File: config.mk
export PLATFORM = sky130hd
export DESIGN_NAME = stream_logic_reducer
export DESIGN_NICKNAME = d
export VERILOG_FILES = /design/src/rtl/stream_logic_pkg.sv /design/src/rtl/logic_op_unit.sv /design/src/rtl/stream_logic_reducer.sv
export SDC_FILE = /design/constraint.sdc
export NUM_CORES = 1
export LEC_CHECK = 0
export BUFFER_PORTS_ARGS = -buffer_cell sky130_fd_sc_hd__buf_2
export CAP_MARGIN = 5
export CORE_MARGIN = 8
export CORE_UTILIZATION = 25
export CTS_BUF_LIST = sky130_fd_sc_hd__clkbuf_2
export CTS_CLUSTER_DIAMETER = 60
export DETAILED_ROUTE_END_ITERATION = 7
export PLACE_DENSITY = 0.38
export SETUP_SLACK_MARGIN = 0.05
export SYNTH_ARGS = -nofsm -noshare
export SYNTH_HDL_FRONTEND = slang
export SYNTH_SLANG_ARGS = --single-unit
File: constraint.sdc
create_clock -name clk -period 2.71 [get_ports clk]
set_input_delay 0.271 -clock clk [delete_from_list [all_inputs] [get_ports clk]]
set_output_delay 0.271 -clock clk [all_outputs]
set_load 0.01 [all_outputs]
File: src/rtl/stream_logic_pkg.sv
// Shared operation codes and FSM state encodings for the stream logic reducer.
package stream_logic_pkg;

  localparam logic [1:0] OP_OR  = 2'b00;
  localparam logic [1:0] OP_AND = 2'b01;
  localparam logic [1:0] OP_XOR = 2'b10;
  localparam logic [1:0] OP_NOR = 2'b11;

  localparam logic [1:0] ST_IDLE  = 2'b00;
  localparam logic [1:0] ST_ACCUM = 2'b01;
  localparam logic [1:0] ST_HOLD  = 2'b10;

endpackage

File: src/rtl/logic_op_unit.sv
// Combinational bitwise combine of accumulator and incoming word.
// NOR accumulates as OR; the final inversion is applied when the result is registered.
module logic_op_unit
  import stream_logic_pkg::*;
#(
  parameter int WIDTH = 8
) (
  input  logic [WIDTH-1:0] acc,
  input  logic [WIDTH-1:0] data,
  input  logic [1:0]       op,
  output logic [WIDTH-1:0] result
);

  always_comb begin
    result = acc | data;
    case (op)
      OP_AND:  result = acc & data;
      OP_XOR:  result = acc ^ data;
      default: result = acc | data;
    endcase
  end

endmodule

File: src/rtl/stream_logic_reducer.sv
// Reduces a packet of WIDTH-bit beats with OR/AND/XOR/NOR into one registered summary word.
// Optional REDUCE_PARITY_EN adds out_parity (= ^out_data), registered alongside out_data.
module stream_logic_reducer
  import stream_logic_pkg::*;
#(
  parameter int  WIDTH     = 8,
  parameter int  MAX_BEATS = 16,
  localparam int CW        = $clog2(MAX_BEATS + 1)
) (
  input  logic             clk,
  input  logic             rst_n,
  input  logic             in_valid,
  output logic             in_ready,
  input  logic [WIDTH-1:0] in_data,
  input  logic             in_last,
  input  logic [1:0]       op,
  output logic             out_valid,
  input  logic             out_ready,
  output logic [WIDTH-1:0] out_data,
  output logic [CW-1:0]    out_count,
  output logic             out_overflow
`ifdef REDUCE_PARITY_EN
  ,
  output logic             out_parity
`endif
);

  logic [1:0]       state;
  logic [1:0]       op_q;
  logic [1:0]       op_eff;
  logic [WIDTH-1:0] acc;
  logic [WIDTH-1:0] comb_acc;
  logic [WIDTH-1:0] red;
  logic [WIDTH-1:0] final_word;
  logic [CW-1:0]    cnt;
  logic [CW-1:0]    cnt_nxt;
  logic             accept;
  logic             first;
  logic             closing;

  assign out_valid = (state == ST_HOLD);
  assign in_ready  = ~out_valid;
  assign accept    = in_valid & in_ready;
  assign first     = (state == ST_IDLE);

  // The first beat seeds the accumulator and fixes the op for the whole packet.
  assign op_eff  = first ? op : op_q;
  assign cnt_nxt = first ? CW'(1) : cnt + CW'(1);
  assign closing = in_last | (cnt_nxt == CW'(MAX_BEATS));

  logic_op_unit #(.WIDTH(WIDTH)) u_op (
    .acc    (acc),
    .data   (in_data),
    .op     (op_q),
    .result (comb_acc)
  );

  assign red        = first ? in_data : comb_acc;
  assign final_word = (op_eff == OP_NOR) ? ~red : red;

  always_ff @(posedge clk) begin
    if (!rst_n) begin
      state        <= ST_IDLE;
      op_q         <= OP_OR;
      acc          <= '0;
      cnt          <= '0;
      out_data     <= '0;
      out_count    <= '0;
      out_overflow <= 1'b0;
`ifdef REDUCE_PARITY_EN
      out_parity   <= 1'b0;
`endif
    end else begin
      case (state)
        ST_IDLE, ST_ACCUM: begin
          if (accept) begin
            if (first) op_q <= op;
            acc <= red;
            if (closing) begin
              state        <= ST_HOLD;
              cnt          <= '0;
              out_data     <= final_word;
              out_count    <= cnt_nxt;
              // Closing without in_last can only mean the beat limit was hit.
              out_overflow <= ~in_last;
`ifdef REDUCE_PARITY_EN
              out_parity   <= ^final_word;
`endif
            end else begin
              state <= ST_ACCUM;
              cnt   <= cnt_nxt;
            end
          end
        end
        ST_HOLD: begin
          if (out_ready) begin
            state        <= ST_IDLE;
            out_overflow <= 1'b0;
          end
        end
        default: state <= ST_IDLE;
      endcase
    end
  end

endmodule

==> results.json, run 1 <==
{
  "rsz0062_at_grt": "false",
  "synth_edf_count": 0,
  "p_sw_mw": 0.332,
  "crit_path_end": "out_data[0]$_SDFFE_PN0P_",
  "grt-busiest-layer": "met2",
  "tns_ns": 0,
  "finalPower_mw": 0.977,
  "whs_path_depth": 3,
  "gp_congestion": 0.717,
  "synth.ff_latch_count": 31,
  "hold_viol": 0,
  "finalSetupViolCount": 0,
  "slew_viol_final": 0,
  "hold_buffers": 0,
  "die_h_um": 106,
  "grt_max_degree": 44,
  "end_kind": "flop",
  "status": "completed",
  "drt_wl_total_mm": 5.45,
  "nets": 302,
  "clock_latency_ns": 0.35,
  "drc": 0,
  "hold_path.class": "in2reg",
  "clockBufferDepth": 2,
  "sw_frac_of_total": 0.340,
  "dp_hpwl_mm": 3.92,
  "internal_power_mw": 0.645,
  "ys.flop_type": "dfxtp_1",
  "fmax_mhz": 487,
  "drtAntennaViolNets": 0,
  "netlist_top_cells_count": "nand2_1 (43), dfxtp_1 (31), inv_1 (21), ha_1 (19), o21ai_0 (11)",
  "wl_per_cell_um": 14.6,
  "cts_tree": "built",
  "critical_path_peak_fanout": 24,
  "clkPwrFrac": 0.223,
  "antenna_found_initial": 0,
  "drt_iter0_markers": 85,
  "grt_pass1_wl_mm": 9.29,
  "rr_worst_depth": 7,
  "ys_top_cells_by_area": "dfxtp_1 (31%), ha_1 (12%), nand2_1 (8.0%), a221o_1 (3.9%), inv_1 (3.9%)",
  "yosys_warnings": 0,
  "fin_crit_sh": 0.757,
  "synth_nets": 278,
  "fp.dieW_um": 106,
  "peakVddDrop_mv": 0.165,
  "clk_pin_slew_ns": 0.17,
  "worst_pin_slew_ns": 0.715,
  "setup.worst_path.start": "cnt[0]$_SDFFE_PN0P_",
  "synth_cell_types": 39,
  "gr-usage-met3": 0.0254,
  "hold_path.startpoint": "op[1]",
  "dr.pass1.iters": 4,
  "netlist_area_mm2": 0.00203,
  "gr-total-overflow": 0,
  "finalCriticalPeriod_ns": 2.05,
  "finClkSkew_ns": 0.0188,
  "synthMostInstantiatedCell": "nand2_1",
  "power.share.combinational": 0.263,
  "clkSinkCount": 31,
  "crit_path_start_kind": "flop",
  "start_util": 0.252,
  "core_mm2": 0.00805,
  "leakage_nw": 1.04,
  "syn_to_final_growth_pct": 12.5,
  "timing.reg2reg.setup_slack_ns": 0.66,
  "yosys.area.top_type": "dfxtp_1",
  "seq_area_frac_synth": 0.306,
  "relSlewSlack": 0.523,
  "netlist.area_leader.share": 0.306,
  "num_vias": 1750,
  "io-pin-count": 31,
  "diodes": 0,
  "grt_util_all_layers": 0.102,
  "drive_gt1_frac": 0.213,
  "p_per_area_mw_per_mm2": 428,
  "postSynthAreaPerCell_um2": 8.31,
  "syn_inst": 244,
  "avgViaCountPerCell": 4.69,
  "met2_usage": 0.181,
  "grt_pass1_vias": 1869,
  "holdWs_ns": 0.164,
  "port_buffers": 30,
  "cap_viol_max_count": 0,
  "h-tree-depth": 2,
  "die_area_mm2": 0.0113,
  "cp.required_ns": 3.00,
  "cts_buffers": 5,
  "critPathKind": "reg2reg",
  "placementRows": 33,
  "reg2reg_from": "cnt[0]$_SDFFE_PN0P_",
  "crit_arrival_ns": 2.34,
  "root_buffer": "clkbuf_2",
  "post_cts_resized": 0,
  "cts_setup_buffers": 0,
  "rr_endpoint": "out_data[0]$_SDFFE_PN0P_",
  "sequentialPowerShare": 0.514,
  "met1_usage": 0.118,
  "utilization": 0.283,
  "async_flop_share": 0
}
-- power groups by stage --
stage | sequential [mW] | combinational (mW) | clock [mW]
final | 0.502 | 0.257 | 0.218
after detailed placement | 0.513 | 0.262 | 0
after CTS | 0.503 | 0.264 | 0.239
after global routing | 0.507 | 0.297 | 0.259
after global placement | 0.513 | 0.264 | 0
after floorplan | 0.510 | 0.189 | 0
-- stage by stage --
stage | setup WS, ns | instance area, um2 | cells
after floorplan | 0.854 | 2030 | 244
after global placement | 0.674 | 2250 | 366
after detailed placement | 0.681 | 2250 | 366
after CTS | 0.625 | 2280 | 373
after global routing | 0.481 | 2280 | 373
final | 0.659 | 2280 | 373
-- layout by cell type (no fill, tap or decap), drive strengths merged, types with 2 or more instances in the layout --
cell type and n:
a32oi 2, nor2b 6, a22oi 2, nand2b 2
a221o 8, nand4 3, clkinv 2, buf 35
nand3 10, o21ai 19, dfxtp 31, nor2 4
nand2 43, nor3b 10, xnor2 8, inv 21
a31oi 10, o21a 3, clkbuf 5, and3 10
ha 19, mux2i 2, a21boi 3
-- metal layers --
metal / vias to the layer above / part of all wire
met5: - / 0
met2: 29 / 0.50
li1: 883 / -
met3: 4 / 0.032
met4: 0 / 0.0073
met1: 834 / 0.46
-- how the worst min path moves through the flow --
stage / to / slack, ns
after global placement: out_count[2]$_SDFFE_PN0P_ / 0.45
final: op_q[1]$_SDFFE_PN0P_ / 0.16
after global routing: op_q[1]$_SDFFE_PN0P_ / 0.14
after floorplan: op_q[0]$_SDFFE_PN0P_ / 0.42
after detailed placement: out_count[1]$_SDFFE_PN0P_ / 0.45
after CTS: op_q[1]$_SDFFE_PN0P_ / 0.15
-- logic make-up (layout without fill, tap and decap cells) --
group                      Yosys count  in the layout  share of synthesized area
muxes                                3              3                     0.0173
AOI/OAI and AO/OA                   52             52                      0.205
adders and majority gates           19             19                      0.117
DFF                                 31             31                      0.306
xor gates and xnor gates             9              9                     0.0389
and+or+nand+nor                     91             91                      0.228
buffers and inverters               39             63                     0.0876
-- critical path, cell delays in order, from the launching register on --
cell     delay (ns)
dfxtp_1        0.38
ha_1           0.25
xor2_1         0.16
or3b_4         0.41
o41ai_4        0.20
buf_4          0.33
nand3_1        0.14
o21ai_2        0.09
-- registers in the layout, summed over array words and instances (netlist names) --
| name | cells |
|---|---|
| acc | 8 |
| cnt | 5 |
| op_q | 2 |
| out_count | 5 |
| out_data | 8 |
| out_overflow | 1 |
| state | 2 |
-- cell type report --
cell class / instances / area, um2
fillers: 912 / 5770
multi-input cells: 174 / 1230
flip-flops and latches: 31 / 621
repair buffers: 35 / 188
well taps: 105 / 131
inverters: 21 / 78.8
clock buffers: 5 / 25.0
clock inverters: 2 / 8.76
(Power assumes the default switching activity.)
==> inputs of run 2 (changes only) <==
==> constraint.sdc (replaced) <==
create_clock -name clk -period 2 [get_ports clk]
set_input_delay 0.2 -clock clk [delete_from_list [all_inputs] [get_ports clk]]
set_output_delay 0.2 -clock clk [all_outputs]
set_load 0.01 [all_outputs]
==> results.json, run 2 (synthesis results as in run 1) <==
{
  "hold_path.startpoint": "op[1]",
  "final_common_cell": "nand2_1",
  "gr-total-overflow": 0,
  "start_util": 0.252,
  "path_cells": "ha_4 -> xor2_1 -> or3b_4 -> o41ai_4 -> buf_6 -> clkbuf_16 -> nand4_1 -> o21ai_0",
  "die_area_mm2": 0.0113,
  "placed_cells": 374,
  "drtAntennaViolNets": 0,
  "grt_util_all_layers": 0.0986,
  "clk_pin_slew_ns": 0.18,
  "relSlewSlack": 0.694,
  "crit_family": "simple AND/OR/NAND/NOR gates",
  "num_vias": 1798,
  "end_kind": "flop",
  "hold_buffers": 0,
  "internal_power_mw": 0.933,
  "grt_pass1_vias": 1810,
  "sequentialPowerShare": 0.479,
  "hold_path.class": "in2reg",
  "stdcell_count": 386,
  "setup.worst_path.start": "cnt[1]$_SDFFE_PN0P_",
  "die_h_um": 106,
  "worst_pin_slew_ns": 0.458,
  "grt_pass1_wl_mm": 8.89,
  "syn_to_final_growth_pct": 22.0,
  "fillers": 886,
  "finalSetupViolCount": 0,
  "fmax_mhz": 528,
  "gr-usage-met3": 0.0266,
  "clock_latency_ns": 0.37,
  "crit_slowest_cell": "or3b_4",
  "met1_usage": 0.114,
  "drive_gt1_frac": 0.285,
  "leakage_nw": 1.12,
  "cp_num_buf_inv": 2,
  "final_cell_mix": "nand2_1 (43), buf_2 (30), dfxtp_1 (29)",
  "cap_viol_max_count": 0,
  "grt-busiest-layer": "met2",
  "crit_path_start_kind": "flop",
  "largestRegisters": "acc (8), out_data (8)",
  "drc": 0,
  "cts_tree": "built",
  "clkSinkCount": 31,
  "peakVddDrop_mv": 0.253,
  "fin_crit_sh": 0.948,
  "h-tree-depth": 2,
  "root_buffer": "clkbuf_2",
  "hold_viol": 0,
  "core_mm2": 0.00805,
  "crit_arrival_ns": 2.21,
  "status": "completed",
  "wl_per_cell_um": 14.7,
  "avgViaCountPerCell": 4.66,
  "finalCriticalPeriod_ns": 1.90,
  "utilization": 0.307,
  "sw_frac_of_total": 0.341,
  "critical_path_peak_fanout": 6,
  "met2_usage": 0.172,
  "drt_iter0_markers": 56,
  "dr.pass1.iters": 4,
  "cpPeakStageDelay_ns": 0.41,
  "power.share.combinational": 0.286,
  "drt_wl_total_mm": 5.69,
  "cp.required_ns": 2.31,
  "dp_hpwl_mm": 3.79,
  "reg2reg_from": "cnt[1]$_SDFFE_PN0P_",
  "finClkSkew_ns": 0.00660,
  "rsz0062_at_grt": "true",
  "finalPower_mw": 1.41,
  "clockBufferDepth": 2,
  "clkPwrFrac": 0.235,
  "port_buffers": 30,
  "critPathKind": "reg2reg",
  "tns_ns": 0,
  "grt_max_degree": 44,
  "nets": 314,
  "gp_congestion": 0.721,
  "io-pin-count": 31,
  "slew_viol_final": 0,
  "diodes": 0,
  "cts_buffers": 5,
  "p_sw_mw": 0.482,
  "p_per_area_mw_per_mm2": 572,
  "antenna_found_initial": 0,
  "placementRows": 33,
  "fp.dieW_um": 106
}
[run 2: cell count changes in the layout (fill, tap and decap cells not counted), sizes merged]
cell | before | now
clkinv | 2 | 1
clkbuf | 5 | 9
buf | 35 | 45
[run 2: layer usage]
metal | part of all wire | up-vias
li1 | - | 908
met1 | 0.47 | 851
met2 | 0.49 | 37
met3 | 0.039 | 2
met4 | 0.0047 | 0
met5 | 0 | -
[run 2: area by class of cell]
class / instances / area (um2) / share of cell area
Multi-Input combinational cell: 174 / 1270 / 0.514
Tap cell: 105 / 131 / 0.0531
Timing Repair Buffer: 47 / 329 / 0.133
Clock buffer: 7 / 35.0 / 0.0142
Inverter: 21 / 78.8 / 0.0319
Clock inverter: 1 / 5.00 / 0.00202
Sequential cell: 31 / 623 / 0.252
[run 2: final timing paths]
check                                                 end  slack, ns  cells past startpoint
worst max-delay path            out_count[2]$_SDFFE_PN0P_       0.10                      8
worst min-delay path                 op_q[1]$_SDFFE_PN0P_       0.07                      3
worst max register to register  out_count[2]$_SDFFE_PN0P_       0.10                      8
worst min register to register  out_count[0]$_SDFFE_PN0P_       0.47                      2
[run 2: power groups by stage]
stage / Clock (mW) / Sequential, mW / Combinational (mW)
floorplan: 0 / 0.692 / 0.256
global placement: 0 / 0.690 / 0.383
detailed placement: 0 / 0.690 / 0.381
CTS: 0.360 / 0.677 / 0.384
global route: 0.383 / 0.683 / 0.454
finish: 0.332 / 0.678 / 0.405
[run 2: timing repair]
item,in CTS,in global routing
gates cloned,0,2
resized for setup,1,10
setup buffers,0,2
setup endpoints to repair,1,16
[run 2: through the flow]
step | setup slack (ns) | hold slack, ns | instance area (um2)
floorplan | 0.144 | 0.345 | 2030
global placement | 0.110 | 0.450 | 2320
detailed placement | 0.0743 | 0.452 | 2320
CTS | 0.0608 | 0.0407 | 2370
global route | 0.0227 | 0.0340 | 2470
finish | 0.105 | 0.0693 | 2470
[run 2: worst reg2reg max path: cells and delay by family, from the launching register on]
family,cells,cell delay (ns)
AND/OR/NAND/NOR,2,0.49
adder cells (fa/ha/maj),1,0.17
XOR/XNOR,1,0.15
flip-flops,1,0.38
buffers and inverters,2,0.33
AO/OA/AOI/OAI,2,0.33
